--- src/rtl/snake_text_pkg.sv ---
// Shared text-overlay definitions: message tables, message lengths,
// converter state encoding and small constant helpers.
package snake_text_pkg;

  typedef enum logic [1:0] {
    IDLE    = 2'd0,
    CONVERT = 2'd1,
    COMMIT  = 2'd2
  } conv_state_t;

  localparam int MSG_MAX  = 11;
  localparam int MSG0_LEN = 11;
  localparam int MSG1_LEN = 9;
  localparam int MSG2_LEN = 11;
  localparam int MSG3_LEN = 0;

  // Left-padded with zeros so every message fits the same width.
  localparam logic [8*MSG_MAX-1:0] MSG0_TXT = "YOUR SCORE:";
  localparam logic [8*MSG_MAX-1:0] MSG1_TXT = {16'h0000, "GAME OVER"};
  localparam logic [8*MSG_MAX-1:0] MSG2_TXT = "PRESS START";

  function automatic logic [7:0] msg_char(input logic [1:0] sel, input logic [3:0] col);
    logic [8*MSG_MAX-1:0] txt;
    int                   len;
    int                   idx;
    logic [7:0]           ch;
    case (sel)
      2'd0:    begin txt = MSG0_TXT; len = MSG0_LEN; end
      2'd1:    begin txt = MSG1_TXT; len = MSG1_LEN; end
      2'd2:    begin txt = MSG2_TXT; len = MSG2_LEN; end
      default: begin txt = '0;       len = MSG3_LEN; end
    endcase
    ch = 8'h00;
    if (int'(col) < len) begin
      idx = len - 1 - int'(col);
      ch  = txt[8*idx +: 8];
    end
    // The character generator uses code 0 as the blank glyph.
    if (ch == 8'h20) ch = 8'h00;
    return ch;
  endfunction

  function automatic logic [63:0] pow10(input int n);
    logic [63:0] r;
    r = 64'd1;
    for (int i = 0; i < n; i++) r = r * 64'd10;
    return r;
  endfunction

endpackage

--- src/rtl/score_text_gen_if.sv ---
// Lookup and score-load bundle between the display pipeline and the score text generator.
interface score_text_gen_if #(
  parameter int SCORE_W = 14
);
  logic [7:0]         char_yx;
  logic [1:0]         msg_sel;
  logic [SCORE_W-1:0] score;
  logic               score_load;
  logic [7:0]         char_code;
  logic               busy;

  modport master (
    output char_yx, msg_sel, score, score_load,
    input  char_code, busy
  );

  modport slave (
    input  char_yx, msg_sel, score, score_load,
    output char_code, busy
  );
endinterface

--- src/rtl/score_text_gen_bin2bcd_seq.sv ---
// Sequential binary-to-BCD converter (double dabble, one bit per cycle) with a
// one-deep pending load and a committed digit register that only changes on COMMIT.
module bin2bcd_seq
  import snake_text_pkg::*;
#(
  parameter int SCORE_W    = 14,
  parameter int NUM_DIGITS = 4
) (
  input  logic                    clk,
  input  logic                    rst,
  input  logic [SCORE_W-1:0]      score,
  input  logic                    score_load,
  output logic                    busy,
  output logic [4*NUM_DIGITS-1:0] digits
);

  localparam int          BCD_W   = 4 * NUM_DIGITS;
  localparam int          CNT_W   = $clog2(SCORE_W + 1);
  localparam logic [63:0] MAX_VAL = pow10(NUM_DIGITS) - 64'd1;

  conv_state_t        state_reg;
  logic [SCORE_W-1:0] bin_reg;
  logic [BCD_W-1:0]   bcd_reg;
  logic [BCD_W-1:0]   bcd_adj;
  logic [BCD_W-1:0]   digits_reg;
  logic [CNT_W-1:0]   cnt_reg;
  logic               busy_reg;
  logic               pend_reg;
  logic [SCORE_W-1:0] pend_val_reg;
  logic [SCORE_W-1:0] score_sat;

  // Saturate to all nines so the value always fits the digit field.
  always_comb begin
    score_sat = score;
    if (64'(score) > MAX_VAL) score_sat = SCORE_W'(MAX_VAL);
  end

  genvar gi;
  generate
    for (gi = 0; gi < NUM_DIGITS; gi++) begin : g_adj
      assign bcd_adj[gi*4 +: 4] = (bcd_reg[gi*4 +: 4] >= 4'd5) ?
                                  bcd_reg[gi*4 +: 4] + 4'd3 : bcd_reg[gi*4 +: 4];
    end
  endgenerate

  always_ff @(posedge clk) begin
    if (rst) begin
      state_reg    <= IDLE;
      bin_reg      <= '0;
      bcd_reg      <= '0;
      digits_reg   <= '0;
      cnt_reg      <= '0;
      busy_reg     <= 1'b0;
      pend_reg     <= 1'b0;
      pend_val_reg <= '0;
    end else begin
      case (state_reg)
        IDLE: begin
          if (score_load || pend_reg) begin
            bin_reg   <= score_load ? score_sat : pend_val_reg;
            bcd_reg   <= '0;
            cnt_reg   <= '0;
            pend_reg  <= 1'b0;
            busy_reg  <= 1'b1;
            state_reg <= CONVERT;
          end
        end
        CONVERT: begin
          {bcd_reg, bin_reg} <= {bcd_adj, bin_reg} << 1;
          cnt_reg            <= cnt_reg + 1'b1;
          if (cnt_reg == CNT_W'(SCORE_W - 1)) state_reg <= COMMIT;
        end
        COMMIT: begin
          digits_reg <= bcd_reg;
          busy_reg   <= 1'b0;
          state_reg  <= IDLE;
        end
        default: begin
          busy_reg  <= 1'b0;
          state_reg <= IDLE;
        end
      endcase
      // Loads arriving while busy (COMMIT included) park here; the latest one wins.
      if (state_reg != IDLE && score_load) begin
        pend_reg     <= 1'b1;
        pend_val_reg <= score_sat;
      end
    end
  end

  assign busy   = busy_reg;
  assign digits = digits_reg;

endmodule

--- src/rtl/score_text_gen.sv ---
// Character lookup for the score/status text overlay: one registered ASCII code
// per char_yx lookup, with the score field fed from the committed BCD digits.
module score_text_gen
  import snake_text_pkg::*;
#(
  parameter int         SCORE_W    = 14,
  parameter int         NUM_DIGITS = 4,
  parameter logic [7:0] DIGIT_COL  = 8'h0C,
  parameter bit         LZ_BLANK   = 1'b0
) (
  input  logic             clk,
  input  logic             rst,
  score_text_gen_if.slave  bus
);

  logic [4*NUM_DIGITS-1:0] digits;
  logic                    conv_busy;
  logic [NUM_DIGITS-1:0]   hit;
  logic [7:0]              dig_char [NUM_DIGITS];
  logic [7:0]              char_next;
  logic [7:0]              char_code_reg;

  bin2bcd_seq #(
    .SCORE_W    (SCORE_W),
    .NUM_DIGITS (NUM_DIGITS)
  ) u_conv (
    .clk        (clk),
    .rst        (rst),
    .score      (bus.score),
    .score_load (bus.score_load),
    .busy       (conv_busy),
    .digits     (digits)
  );

  // Digit gi is the gi-th most significant digit, shown at column DIGIT_COL+gi.
  genvar gi;
  generate
    for (gi = 0; gi < NUM_DIGITS; gi++) begin : g_digit
      assign hit[gi] = ({4'h0, bus.char_yx[3:0]} == 8'(int'(DIGIT_COL) + gi));
      if (LZ_BLANK && gi < NUM_DIGITS - 1) begin : g_blank
        assign dig_char[gi] = (digits[4*NUM_DIGITS-1 -: 4*(gi+1)] == '0) ? 8'h00 :
                              {4'h3, digits[(NUM_DIGITS-1-gi)*4 +: 4]};
      end else begin : g_plain
        assign dig_char[gi] = {4'h3, digits[(NUM_DIGITS-1-gi)*4 +: 4]};
      end
    end
  endgenerate

  always_comb begin
    char_next = 8'h00;
    if (bus.char_yx[7:4] == 4'h0) begin
      char_next = msg_char(bus.msg_sel, bus.char_yx[3:0]);
      if (bus.msg_sel == 2'd0) begin
        for (int i = 0; i < NUM_DIGITS; i++) begin
          if (hit[i]) char_next = dig_char[i];
        end
      end
    end
  end

  always_ff @(posedge clk) begin
    if (rst) char_code_reg <= 8'h00;
    else     char_code_reg <= char_next;
  end

  assign bus.char_code = char_code_reg;
  assign bus.busy      = conv_busy;

endmodule

--- src/flat_wrapper.sv ---
// flat-port wrapper written by rule: the top's interface ports become plain ports
module score_text_gen_flat import snake_text_pkg::*;
#(
  parameter int         SCORE_W    = 14,
  parameter int         NUM_DIGITS = 4,
  parameter logic [7:0] DIGIT_COL  = 8'h0C,
  parameter bit         LZ_BLANK   = 1'b0
)
  (clk, rst, bus_char_yx, bus_msg_sel, bus_score, bus_score_load, bus_char_code, bus_busy);
  score_text_gen_if #(.SCORE_W(SCORE_W)) bus_i ();
  input  logic clk;
  input  logic rst;
  input wire logic [$bits(bus_i.char_yx)-1:0] bus_char_yx;
  input wire logic [$bits(bus_i.msg_sel)-1:0] bus_msg_sel;
  input wire logic [$bits(bus_i.score)-1:0] bus_score;
  input wire logic [$bits(bus_i.score_load)-1:0] bus_score_load;
  output wire logic [$bits(bus_i.char_code)-1:0] bus_char_code;
  output wire logic [$bits(bus_i.busy)-1:0] bus_busy;
  assign bus_i.char_yx = bus_char_yx;
  assign bus_i.msg_sel = bus_msg_sel;
  assign bus_i.score = bus_score;
  assign bus_i.score_load = bus_score_load;
  assign bus_char_code = bus_i.char_code;
  assign bus_busy = bus_i.busy;
  score_text_gen #(.SCORE_W(SCORE_W), .NUM_DIGITS(NUM_DIGITS), .DIGIT_COL(DIGIT_COL), .LZ_BLANK(LZ_BLANK)) u_core (.clk(clk), .rst(rst), .bus(bus_i));
endmodule
--- config.mk ---
export PLATFORM = sky130hd
export DESIGN_NAME = score_text_gen_flat
export DESIGN_NICKNAME = d
export VERILOG_FILES = /design/src/rtl/snake_text_pkg.sv /design/src/rtl/score_text_gen_if.sv /design/src/rtl/score_text_gen_bin2bcd_seq.sv /design/src/rtl/score_text_gen.sv /design/src/flat_wrapper.sv
export SDC_FILE = /design/constraint.sdc
export NUM_CORES = 1
export LEC_CHECK = 0
export ABC_AREA = 1
export ABC_CLOCK_PERIOD_IN_PS = 3200
export CAP_MARGIN = 20
export CORE_MARGIN = 2
export CORE_UTILIZATION = 40
export DETAILED_ROUTE_END_ITERATION = 12
export HOLD_SLACK_MARGIN = 0.08
export PLACE_DENSITY = 0.54
export SLEW_MARGIN = 20
export SYNTH_ARGS = -nofsm -noshare
export SYNTH_HDL_FRONTEND = slang
export SYNTH_SLANG_ARGS = --single-unit
--- constraint.sdc ---
create_clock -name clk -period 3.2 [get_ports clk]
set_input_delay 0.48 -clock clk [delete_from_list [all_inputs] [get_ports clk]]
set_output_delay 0.48 -clock clk [all_outputs]
set_load 0.01 [all_outputs]
Word level (Yosys, flattened, before mapping)
Index checks and enable logic that the tools add are counted.
{"block": "totals", "regBits": 76, "input_bits": 27, "out_inout_bits": 9, "elab_cells": 84}
{"block": "op_classes", "add_sub_neg": 7, "order_cmp": 6, "eq_ne": 12, "shifts": 1, "n_mux": 32, "n_bitwise": 2, "reduce_logical": 15}
{"cell": "case mux 87 bit (3 select lines)", "count": 1}
{"cell": "two-way mux 88 bit", "count": 1}
{"cell": "variable part select 88 x 32 -> 8 bit", "count": 1}
{"cell": "two-way mux 8 bit", "count": 8}
{"cell": "two-way mux 14 bit", "count": 3}
{"cell": "< comparator 5 x 32 -> 1 bit", "count": 1}
{"cell": "two-way mux 32 bit", "count": 1}
{"cell": "case mux 16 bit (2 select lines)", "count": 1}
{"cell": "subtractor 29 x 2 -> 29 bit (second input constant)", "count": 1}
{"cell": "subtractor 29 x 5 -> 29 bit", "count": 1}
{"cell": "case mux 14 bit (2 select lines)", "count": 1}
{"cell": "equality test 4 bit (second input constant)", "count": 5}
{"cell": "greater-or-equal comparator 4 x 3 -> 1 bit (second input constant)", "count": 4}
{"cell": "two-way mux 16 bit", "count": 1}
{"cell": "two-way mux 4 bit", "count": 4}
{"cell": "case mux 4 bit (2 select lines)", "count": 2}
{"cell": "greater-than comparator 14 bit (second input constant)", "count": 1}
{"cell": "adder 4 x 2 -> 4 bit (second input constant)", "count": 3}
{"cell": "equality test 8 x 6 -> 1 bit (second input constant)", "count": 1}
{"cell": "AND reduction 2 bit", "count": 4}
{"cell": "nonzero test 2 bit", "count": 4}
{"cell": "adder 4 x 1 -> 4 bit (second input constant)", "count": 1}
{"cell": "equality test 2 x 1 -> 1 bit (second input constant)", "count": 2}
{"cell": "equality test 2 bit (second input constant)", "count": 2}
{"cell": "other kinds (13)", "count": 21}

Depth between registers and ports, before layout
{"block": "depth", "word_depth": 16, "mapped_depth": 19, "depth_no_buf": 19}

Cells and area by module
A second synthesis with hierarchy kept.
{"block": "unflattened", "cells_unflattened": 701, "hier_area_um2": 4647.0}
{"mod": "bin2bcd_seq", "n_inst": 1, "cells_each": 456, "area_each_um2": 3284.4, "seq_area_each_um2": 1361.3}
{"mod": "score_text_gen", "n_inst": 1, "cells_each": 245, "area_each_um2": 1362.6, "seq_area_each_um2": 140.1}

Least setup slack after synthesis
No wires, ideal clock.
{"block": "synth_path", "kind": "input port to flip-flop", "start": "in bus_msg_sel[0]", "end": "reg u_core.char_code_reg[5] (netlist: u_core.bus.char_code[5])", "setup_time_ns": 0.123, "arrival_time_ns": 2.479, "required_time_ns": 3.077, "slack_ns": 0.598, "path_stages": 16, "path_buffers": 0, "path_cell_list": "ha_1 -> inv_1 -> ha_1 -> fa_1 -> xor2_4 -> inv_4 -> nor2_8 -> nand3_1 -> nand3_1 -> nand2_1 -> nand2_1 -> nand2_1 -> nor2_1 -> nand2_1 -> nand2_1 -> a21oi_1"}
{"block": "synth_between", "elab_chain_cells": 16, "elab_cells_between_ends": 21, "classes_between": "add/sub: 2; order compare: 1; eq/ne: 3; shift: 1; mux: 12; reduce/logical: 2"}
{"item": "from (decl)", "line": "flat_wrapper.sv:14", "text": "input wire logic [$bits(bus_i.msg_sel)-1:0] bus_msg_sel;"}
{"item": "equality test 2 bit / zero test 2 bit (equally long branches)", "line": "snake_text_pkg.sv:27, score_text_gen.sv:53"}
{"item": "OR reduction 2 bit (no line)"}
{"item": "case mux 4 bit (2 select lines)", "line": "snake_text_pkg.sv:27", "text": "case (sel)"}
{"item": "two-way mux 32 bit", "line": "score_text_gen.sv:51", "text": "if (bus.char_yx[7:4] == 4'h0) begin"}
{"item": "subtractor 29 x 2 -> 29 bit", "line": "snake_text_pkg.sv:35", "text": "idx = len - 1 - int'(col);"}
{"item": "subtractor 29 x 5 -> 29 bit", "line": "snake_text_pkg.sv:35"}
{"item": "variable part select 88 x 32 -> 8 bit", "line": "snake_text_pkg.sv:36", "text": "ch = txt[8*idx +: 8];"}
{"item": "two-way mux 8 bit", "line": "snake_text_pkg.sv:34", "text": "if (int'(col) < len) begin"}
{"item": "two-way mux 8 bit", "line": "score_text_gen.sv:51"}
{"item": "equality test 8 x 6 -> 1 bit", "line": "snake_text_pkg.sv:39", "text": "if (ch == 8'h20) ch = 8'h00;"}
{"item": "two-way mux 8 bit", "line": "snake_text_pkg.sv:39"}
{"item": "two-way mux 8 bit (4 in a row)", "line": "score_text_gen.sv:55", "text": "if (hit[i]) char_next = dig_char[i];"}
{"item": "two-way mux 8 bit (*)", "line": "score_text_gen.sv:53", "text": "if (bus.msg_sel == 2'd0) begin"}
{"item": "to (signal assigned)", "line": "score_text_gen.sv:63", "text": "else char_code_reg <= char_next;"}
{"item": "to (decl)", "line": "score_text_gen.sv:21", "text": "logic [7:0] char_code_reg;"}
Every way passes the cells marked *; elsewhere a longest branch is shown, timed or not. The select of a mux whose other input is x is not followed.
A chain may end at the register's enable or synchronous reset.

Worst setup path after layout
Ends and elaborated chain as after synthesis.

==> flow_summary.yaml <==
critical_path:
  crit-reg2reg-launch: "u_core.u_conv.state_reg[0]"
  cpPeakStageDelay_ns: 0.49
  critPathArrivalTime_ns: 3.10
  path_common_cell: "nand2_1"
  slowest_stage: "clkdlybuf4s50_1"
  cp_top_family: "adder cells"
  r2r_cells: 7
  critPathBufInv: 4
  cp.required_ns: 3.48
  crit_fanout: 6
  rrSetupSlack_ns: 1.46
  critical_path_class: "in -> reg"
  startpoint_type: "primary input"
  path_cells: "clkdlybuf4s50_1 -> ha_1 -> inv_1 -> ha_1 -> fa_1 -> xor2_4 -> buf_4 -> nand2_1 -> o21ai_2 -> o21ai_1 -> nand2_1 -> nand2_2 -> inv_2 -> nor2_1 -> nand2_1 -> nand2_1 -> a21oi_1"
  r2r-end: "u_core.u_conv.bin_reg[13]"
  cp-end-kind: "flip-flop"
cts:
  cts_sinks: 75
  post_cts_resized: 0
  clk_pin_slew_worst_paths_ns: 0.08
  cts-root-buf: "clkbuf_8"
  cts_setup_buffers: 0
  postCtsHoldBufs: 0
  cts_buffers: 9
  clkLatencyLatePin_ns: 0.35
  cts_max_level: 3
  cts_buffer_depth: 2
  cts_tree: "done"
timing:
  setup_tns_ns: 0
  hold_violations: 0
  setup_viol: 0
  grt_setup_unrepaired: "no"
  slew_headroom: 0.653
  period_needed_ns: 2.83
  slew_viol_final: 0
  period_share: 0.883
  clock_skew_ns: 0.00711
  hold_slack_ns: 0.464
  fmax_ghz: 0.354
  worst_pin_slew_ns: 0.520
placed_design:
  port_buffers: 34
  place.gp.congestion: 0.864
  dp_hpwl_um: 8280
die:
  die_h_um: 109
  die-area_um2: 11900
  floorplan.initialDensity: 0.408
  core-area_um2: 10800
  chipWidth_um: 109
  std_cell_rows: 38
  io_pins: 36
layout:
  diodes: 0
  drive_gt1_frac: 0.107
  seqCellArea_um2: 1500
  multi_input_area_um2: 2520
  final_nets: 717
  fillers: 1092
  area_growth_pct: 18.9
logic_synthesis:
  yosysSeqAreaShare: 0.341
  synth.avg_cell_area_um2: 7.02
  yosysTopAreaCell: "dfxtp_1"
  synth-seq-cells: 75
  yosysWarnings: 0
  syn_nets: 677
  synthTopCellsByArea: "dfxtp_1, nand2_1, a21oi_1"
  synth.top_cell.area_share: 0.341
  syn_area_um2: 4400
  syn_inst: 627
  ys_types: 41
min_path:
  whs_path_depth: 2
  holdPathEnd: "u_core.u_conv.bin_reg[12]"
  hold_start: "u_core.u_conv.bin_reg[12]"
  hp-class: "reg -> reg"
drt:
  drc: 0
  ant_nets: 0
  drt_iter0_markers: 266
  routed_wl_um: 11300
  firstDrtPassIters: 5
  vias: 4231
  wl_per_cell_um: 13.9
  avgViaCountPerCell: 5.21
global_route:
  grt_pass1_vias: 3908
  antenna_found_initial: 0
  grt_pass1_wl_um: 19100
  grt_max_degree: 36
  grt.total_usage: 0.205
  grt_overflow: 0
power_and_ir_drop:
  p_leak_uw: 0.00214
  vdd_drop_max_v: 0.000282
  powerDensity_nw_per_um2: 458
run:
  drv_cap: 0
run_status:
  status: "finished, final reports clean"
[Yosys cell counts]
library cell  instances
nand2_1             130
dfxtp_1              75
a21oi_1              74
inv_1                63
nor2_1               48
o21ai_0              42
nand3_1              41
o211ai_1             32
clkbuf_1             23
ha_1                 22
nand2_2               9
nor3_1                7
nand3_2               6
nand4_1               6
inv_2                 5
a22oi_1               4
xor2_1                4
o21ai_1               3
o21ai_2               3
a211oi_1              2
a21o_1                2
a31oi_1               2
buf_2                 2
buf_4                 2
inv_4                 2
or2_2                 2
xor2_4                2
a21boi_2              1
a221oi_1              1
a22o_1                1
clkinv_1              1
conb_1                1
fa_1                  1
nand2_4               1
nand3_4               1
nand4_2               1
nor2_8                1
nor3_2                1
nor4_1                1
o32ai_1               1
or2_0                 1
[how the worst max path moves through the flow]
| stage | startpoint | slack [ns] | depth (start not counted) | endpoint |
|---|---|---|---|---|
| floorplan | bus_msg_sel[0] | 0.60 | 16 | u_core.bus.char_code[5] |
| global placement | bus_msg_sel[0] | 0.08 | 17 | u_core.bus.char_code[5] |
| detailed placement | bus_msg_sel[0] | 0.06 | 17 | u_core.bus.char_code[5] |
| CTS | bus_msg_sel[0] | 0.41 | 17 | u_core.bus.char_code[5] |
| global route | bus_msg_sel[0] | 0.15 | 15 | u_core.bus.char_code[5] |
| finish | bus_msg_sel[0] | 0.37 | 17 | u_core.bus.char_code[5] |
[worst register-to-register path, cell delays in order, from the launching register on]
cell	delay, ns
dfxtp_1	0.35
inv_1	0.04
nor2_1	0.30
inv_1	0.31
buf_16	0.25
o211ai_1	0.12
o21ai_0	0.15
a21oi_1	0.14
[metal layers]
layer	wire [um]	track usage	part of all wire	vias up
met5	0	0	0	-
met4	139	0.0595	0.012	0
met3	385	0.0353	0.034	9
met2	5340	0.335	0.47	71
met1	5420	0.277	0.48	1970
li1	-	-	-	2181
[placed cells by master (no fill, tap or decap), drive strengths merged, types with 3 or more instances in the layout]
cell type / count
nand2: 140
dfxtp: 75
a21oi: 74
inv: 70
nor2: 49
o21ai: 48
nand3: 48
clkdlybuf4s50: 34
o211ai: 32
ha: 22
buf: 22
clkbuf: 12
nor3: 8
nand4: 7
xor2: 6
a22oi: 4
bufinv: 3
or2: 3
[final cells by class]
cell class                      instances  share of cell area
Sequential cell                        75               0.287
Clock inverter                          4              0.0186
Tap cell                              140              0.0334
Inverter                               71              0.0518
Clock buffer                           12              0.0277
Timing Repair Buffer                   56               0.100
Multi-Input combinational cell        454               0.481
[logic make-up after synthesis]
logic type	Yosys count	synth area share
AO/OA/AOI/OAI	168	0.221
XOR/XNOR	6	0.0205
adder cells (fa/ha/maj)	23	0.0670
buffers and inverters	98	0.0869
flip-flops	75	0.341
other	1	0.000851
AND/OR/NAND/NOR	256	0.263
[through the flow]
stage / std cells / total power, uW / util / setup WS (ns) / cell area, um2
4_1_cts: 811 / 2420 / 0.483 / 0.409 / 5210
2_1_floorplan: 627 / 1360 / - / 0.598 / 4400
3_5_place_dp: 795 / 1520 / 0.460 / 0.0564 / 4970
3_3_place_gp: 795 / 1520 / 0.460 / 0.0798 / 4970
5_1_grt: 812 / 2540 / 0.485 / 0.148 / 5240
6_report: 812 / 2400 / 0.485 / 0.373 / 5240
[where the power goes]
group	total, uW	switching (uW)	internal (uW)
combinational	519	324	195
sequential	987	19.5	968
clock	894	354	541
total	2400	697	1700
Power figures use the tool's default switching activity.
